## config.mk

```make
export PLATFORM = sky130hd
export DESIGN_NAME = vram_arb
export DESIGN_NICKNAME = d
export VERILOG_FILES = /design/src/rtl/vram_arb_pkg.sv /design/src/rtl/vram_arb_arb_rr2.sv /design/src/rtl/vram_arb.sv
export SDC_FILE = /design/constraint.sdc
export NUM_CORES = 1
export LEC_CHECK = 0
export BUFFER_PORTS_ARGS = -buffer_cell sky130_fd_sc_hd__buf_4
export CORE_MARGIN = 3
export CORE_UTILIZATION = 30
export CTS_CLUSTER_DIAMETER = 200
export CTS_CLUSTER_SIZE = 24
export DETAILED_ROUTE_END_ITERATION = 6
export SETUP_SLACK_MARGIN = 0.2
export SYNTH_ARGS = -nofsm -noshare
export SYNTH_HDL_FRONTEND = slang
export SYNTH_SLANG_ARGS = --single-unit
export TNS_END_PERCENT = 10
```

## constraint.sdc

```tcl
create_clock -name clock -period 2.3 [get_ports clock]
set_input_delay 0.23 -clock clock [delete_from_list [all_inputs] [get_ports clock]]
set_output_delay 0.23 -clock clock [all_outputs]
set_load 0.01 [all_outputs]
```

## src/rtl/vram_arb_pkg.sv

```systemverilog
// Shared types and constants for the video RAM arbiter.
// Owner encodings name the requester driving a RAM port in a given cycle.
package vram_arb_pkg;

  typedef enum logic [1:0] {
    OWN_NONE   = 2'd0,
    OWN_VIDEO  = 2'd1,
    OWN_CPU    = 2'd2,
    OWN_LOADER = 2'd3
  } owner_e;

  localparam int MAXWAIT_DEF = 4;
  localparam int CWAIT_W     = 4;

endpackage

```

## src/rtl/vram_arb_arb_rr2.sv

```systemverilog
// Two-way round-robin arbiter with a combinational grant.
// When both requesters ask, the one not served last wins; wlast_r=1 means req[1] went last.
module arb_rr2 (
  input  logic       clock,
  input  logic       reset,
  input  logic [1:0] req,
  input  logic       adv,
  output logic [1:0] gnt
);

  logic wlast_r;

  // grant selection; a tie goes to the side not served last
  always_comb begin
    gnt = 2'b00;
    if (reset) begin
      gnt = 2'b00;
    end else begin
      case (req)
        2'b01:   gnt = 2'b01;
        2'b10:   gnt = 2'b10;
        2'b11:   gnt = wlast_r ? 2'b01 : 2'b10;
        default: gnt = 2'b00;
      endcase
    end
  end

  // remember who was served last; reset favours req[0] on the first tie
  always_ff @(posedge clock) begin
    if (reset) begin
      wlast_r <= 1'b1;
    end else if (adv && (gnt != 2'b00)) begin
      wlast_r <= gnt[1];
    end
  end

endmodule

```

## src/rtl/vram_arb.sv

```systemverilog
// Arbiter sharing one dual-port video RAM between video fetch, CPU and loader.
// Read port: video > CPU with a starvation guard; write port: CPU/loader round-robin.
module vram_arb
  import vram_arb_pkg::*;
#(
  parameter  int KB      = 16,
  parameter  int MAXWAIT = MAXWAIT_DEF,
  localparam int AW      = $clog2(KB * 1024)
) (
  input  logic          clock,
  input  logic          reset,
  input  logic          vreq,
  input  logic [AW-1:0] va,
  output logic          vack,
  output logic          vvalid,
  output logic [7:0]    vq,
  input  logic          creq,
  input  logic          cwe,
  input  logic [AW-1:0] ca,
  input  logic [7:0]    cd,
  output logic          cack,
  output logic          cvalid,
  output logic [7:0]    cq,
  input  logic          lreq,
  input  logic [AW-1:0] la,
  input  logic [7:0]    ld,
  output logic          lack,
  output logic          ce1,
  output logic [AW-1:0] a1,
  input  logic [7:0]    q1,
  output logic          ce2,
  output logic          we2,
  output logic [7:0]    d2,
  output logic [AW-1:0] a2
);

  localparam logic [CWAIT_W-1:0] MAXW = CWAIT_W'(MAXWAIT);

  logic               cpu_rd_s;
  logic               cpu_wr_s;
  logic               starve_s;
  logic               cack_rd_s;
  owner_e             rd_own_s;
  logic [CWAIT_W-1:0] cwait_r;
  logic [AW-1:0]      a1_r;
  logic [AW-1:0]      a2_r;
  logic [7:0]         d2_r;
  logic               vvalid_r;
  logic               cvalid_r;
  logic [1:0]         wreq_s;
  logic [1:0]         wgnt_s;

  assign cpu_rd_s = creq & ~cwe;
  assign cpu_wr_s = creq & cwe;
  assign starve_s = cpu_rd_s & (cwait_r == MAXW);

  // read-port owner: a starved CPU read overrides video for one cycle
  always_comb begin
    rd_own_s = OWN_NONE;
    if (reset) begin
      rd_own_s = OWN_NONE;
    end else if (starve_s) begin
      rd_own_s = OWN_CPU;
    end else if (vreq) begin
      rd_own_s = OWN_VIDEO;
    end else if (cpu_rd_s) begin
      rd_own_s = OWN_CPU;
    end else begin
      rd_own_s = OWN_NONE;
    end
  end

  // read-port drive; the address holds its last value while idle
  always_comb begin
    vack      = 1'b0;
    cack_rd_s = 1'b0;
    ce1       = 1'b0;
    a1        = reset ? {AW{1'b0}} : a1_r;
    case (rd_own_s)
      OWN_VIDEO: begin
        vack = 1'b1;
        ce1  = 1'b1;
        a1   = va;
      end
      OWN_CPU: begin
        cack_rd_s = 1'b1;
        ce1       = 1'b1;
        a1        = ca;
      end
      default: begin
        ce1 = 1'b0;
      end
    endcase
  end

  // starvation counter: counts denied cycles of a pending CPU read
  always_ff @(posedge clock) begin
    if (reset) begin
      cwait_r <= {CWAIT_W{1'b0}};
    end else if (!cpu_rd_s || cack_rd_s) begin
      cwait_r <= {CWAIT_W{1'b0}};
    end else if (cwait_r != MAXW) begin
      cwait_r <= cwait_r + {{(CWAIT_W-1){1'b0}}, 1'b1};
    end
  end

  // held addresses/data and one-cycle read-valid pipeline
  always_ff @(posedge clock) begin
    if (reset) begin
      a1_r     <= {AW{1'b0}};
      a2_r     <= {AW{1'b0}};
      d2_r     <= 8'h00;
      vvalid_r <= 1'b0;
      cvalid_r <= 1'b0;
    end else begin
      a1_r     <= a1;
      a2_r     <= a2;
      d2_r     <= d2;
      vvalid_r <= vack;
      cvalid_r <= cack_rd_s;
    end
  end

  // a grant just before reset must not surface as a valid pulse during reset
  assign vvalid = vvalid_r & ~reset;
  assign cvalid = cvalid_r & ~reset;
  assign vq     = q1;
  assign cq     = q1;

  assign wreq_s = {lreq, cpu_wr_s};

  arb_rr2 u_wr_arb (
    .clock (clock),
    .reset (reset),
    .req   (wreq_s),
    .adv   (1'b1),
    .gnt   (wgnt_s)
  );

  // write-port drive from the round-robin winner
  always_comb begin
    ce2 = 1'b0;
    we2 = 1'b1;
    a2  = reset ? {AW{1'b0}} : a2_r;
    d2  = reset ? 8'h00 : d2_r;
    case (wgnt_s)
      2'b01: begin
        ce2 = 1'b1;
        we2 = 1'b0;
        a2  = ca;
        d2  = cd;
      end
      2'b10: begin
        ce2 = 1'b1;
        we2 = 1'b0;
        a2  = la;
        d2  = ld;
      end
      default: begin
        ce2 = 1'b0;
      end
    endcase
  end

  assign cack = cack_rd_s | wgnt_s[0];
  assign lack = wgnt_s[1];

endmodule

```

==> results.yml <==
clock_network:
  clkLatencyLatePin_ns: 0.29
  ctsRootBufferMaster: "clkbuf_8"
  cts_buffer_depth: 2
  numCtsBuffers: 5
  htreeDepth: 2
  cts_num_sinks: 43
  tritoncts: "yes"
  cts_hold_buf: 0
  clk_pin_slew_worst_paths_ns: 0.08
status:
  failed_checks: "setup timing"
  status: "complete, but fails checks"
placed_design:
  place_inst: 495
  io_buffers: 107
  finalWeightedCongestion: 0.758
  dp_slack_ns: 0.0421
  post-dp-hpwl_microns: 5800
critical_path:
  regToRegEndpoint: "a1_r[10]"
  crit_top_cell: "ha_4"
  cp_max_fo: 7
  path_class: "reg -> out"
  crit_family: "compound AO/OA/AOI/OAI gates"
  cp_num_buf_inv: 3
  crit_path_end_kind: "output port"
  cp-start-kind: "flip-flop"
  cp.required_ns: 2.07
  critPathMaxStageDelay_ns: 0.35
  cp_cell_sequence: "inv_2 > ha_4 > nand3b_4 > a211o_4 > ha_4 > and2b_2 > clkbuf_16 > nand2_2 > o21ai_2 > buf_4"
  rrSetupSlack_ns: 0.16
  worstReg2RegStart: "cwait_r[0]"
  crit_arrival_ns: 2.15
  r2r_cells: 12
  slowest_stage: "a211o_4"
yosys:
  synth_xor_area_share_pct: 1.04
  yosysSeqAreaShare_pct: 34.1
  yosys_warnings: 0
  synth_top_family_by_area: "compound AO/OA/AOI/OAI gates"
  synth_nets: 389
  avgSynthCellArea_sq_um: 8.14
  synth_adder_area_share_pct: 3.47
  yosys.area_share.simple_pct: 21.0
  synth_top_area_share_pct: 34.1
  syn_inst: 310
  syn_area_sq_um: 2520
  synth_area_leaders: "dfxtp_1, a22o_1, nor2_1"
  synth_edf_count: 0
  ys.flop_type: "dfxtp_1"
  synth_cell_types: 31
  synth_async_sr_flop_share_pct: 0
  synth_top_cell_by_area: "dfxtp_1"
  ys_seq_elements: 43
  synth_compound_area_share_pct: 27.7
  synthMuxAreaShare_pct: 0.397
power:
  p_int_mw: 1.35
  switchingPower_mw: 0.592
  seqPwrFrac_pct: 43.0
  p_leak_nw: 1.69
  power_density_nw_per_um2: 504
  ir_drop_mv: 0.236
  clockPowerShare_pct: 24.3
  power_frac_comb_pct: 32.7
  finalPower_mw: 1.94
  swShare_pct: 30.5
worst_hold_path:
  hold_start: "lreq"
  hold_path_end: "u_wr_arb.wlast_r"
  whs_path_depth: 3
  hold_path.class: "in -> reg"
flow_run:
  maxCapViolations: 0
layout:
  area_growth_pct: 52.8
  instances_no_fill: 509
  final_common_cell: "buf_4"
  antenna_cells: 0
  mostFrequentLayoutCells: "buf_4, nor2_1, a22o_1, dfxtp_1, buf_6"
  drive_above_1_share_pct: 46.7
  fin_nets: 485
global_routing:
  grt_first_pass_wirelength_microns: 12200
  grt_pass1_vias: 2515
  grt_use_total_pct: 15.5
  grt.overflow.total: 0
  antenna_found_initial: 0
  grt_max_degree: 29
die:
  die_h_microns: 97.7
  start_util_pct: 31.8
  core_sq_um: 7930
  die_w_microns: 97.7
  ioPinCount: 132
  die-area_sq_um: 9550
  rows: 32
timing:
  maxSlewHeadroom_pct: 77.8
  rsz0062_at_grt: "true"
  setup_slack_ns: -0.0827
  worst_pin_slew_ns: 0.333
  finalCritPeriodShare_pct: 104
  final_hold_viol_count: 0
  setup_violations: 15
  period_needed_ns: 2.38
  slew_viol_final: 0
  skew_ns: 0.00654
  fmax_mhz: 420
route:
  routed_via_density: 4.95
  wire_per_inst_microns: 15.2
  vias: 2521
  drc: 0
  drtPass1Iterations: 4
  wl_microns: 7760
  antenna_left: 0
  drtIter0Drc: 59
sequential cells by signal (all words and copies together) (netlist names):
| name | count |
|---|---|
| a1_r | 14 |
| a2_r | 14 |
| cvalid_r | 1 |
| cwait_r | 4 |
| d2_r | 8 |
| u_wr_arb.wlast_r | 1 |
| vvalid_r | 1 |
tightest hold or removal path, cell delays in order:
cell and delay [ns]:
buf_4 0.12, nand2_1 0.05, o21ai_0 0.06
final cells by class:
cell class | count | area [sq um]
tap | 102 | 128
clock buffer | 5 | 68.8
multi-input combinational | 217 | 1550
inverter | 8 | 37.5
sequential | 43 | 867
fill | 801 | 4070
timing repair buffer | 131 | 1190
clock inverter | 3 | 15.0
synth_stat cells (all sizes together), types with 2 or more instances:
cell type  instances
a22oi             14
a22o              43
nor3              22
nand2             18
nand3              2
nand3b             2
nor2b              6
inv                8
a21oi              3
ha                 7
a211oi            14
dfxtp             43
nor2              59
xnor2              2
buf               40
clkbuf             2
o21ai             16
what timing repair did:
action                     4_1_cts  5_1_grt
setup endpoints to repair       48       53
buffers inserted                 4        0
pin swaps                       36       58
gates cloned                     2        0
resized for setup               83       23
per-layer routing:
metal / vias to the layer above / track usage [%] / share of wire (%)
li1: 1280 / - / -
met1: 1166 / 19.1 / 44
met2: 66 / 27.3 / 49
met3: 9 / 3.73 / 5.5
met4: 0 / 3.83 / 1.1
met5: - / 0 / 0
how the worst max path moves through the flow:
stage / slack (ns) / start / cells past startpoint / to
after floorplan: 0.21 / cwait_r[0] / 10 / a1[11]
after global placement: 0.08 / cwait_r[1] / 10 / a1[12]
after detailed placement: 0.04 / cwait_r[1] / 10 / a1[12]
after CTS: -0.09 / cwait_r[1] / 10 / a1[13]
after global routing: -0.16 / cwait_r[0] / 10 / a1[11]
final: -0.08 / cwait_r[0] / 10 / a1[4]
metrics by stage:
step	hold WS [ns]	util, %	area (sq um)	setup TNS, ns
global route	0.218	48.6	3860	-2.08
global placement	0.459	42.2	3350	0
CTS	0.199	47.6	3770	-1.30
detailed placement	0.460	42.2	3350	0
finish	0.214	48.6	3860	-0.857
floorplan	0.370	-	2540	0
power by group through the flow:
stage	Sequential (mW)	Clock [mW]	Combinational, mW
final	0.835	0.473	0.636
after global routing	0.842	0.518	0.695
after CTS	0.833	0.489	0.625
after detailed placement	0.847	0	0.537
after global placement	0.847	0	0.528
after floorplan	0.842	0	0.330
logic make-up (layout without fill, tap and decap cells):
kind of cell / count (synthesis) / count (layout)
simple gates: 114 / 114
compound gates: 92 / 92
buf+inv: 50 / 147
flops: 43 / 43
fa+ha+maj: 7 / 7
xor+xnor: 3 / 3
mux: 1 / 1
Note: power is estimated with default switching activity, not from simulation.
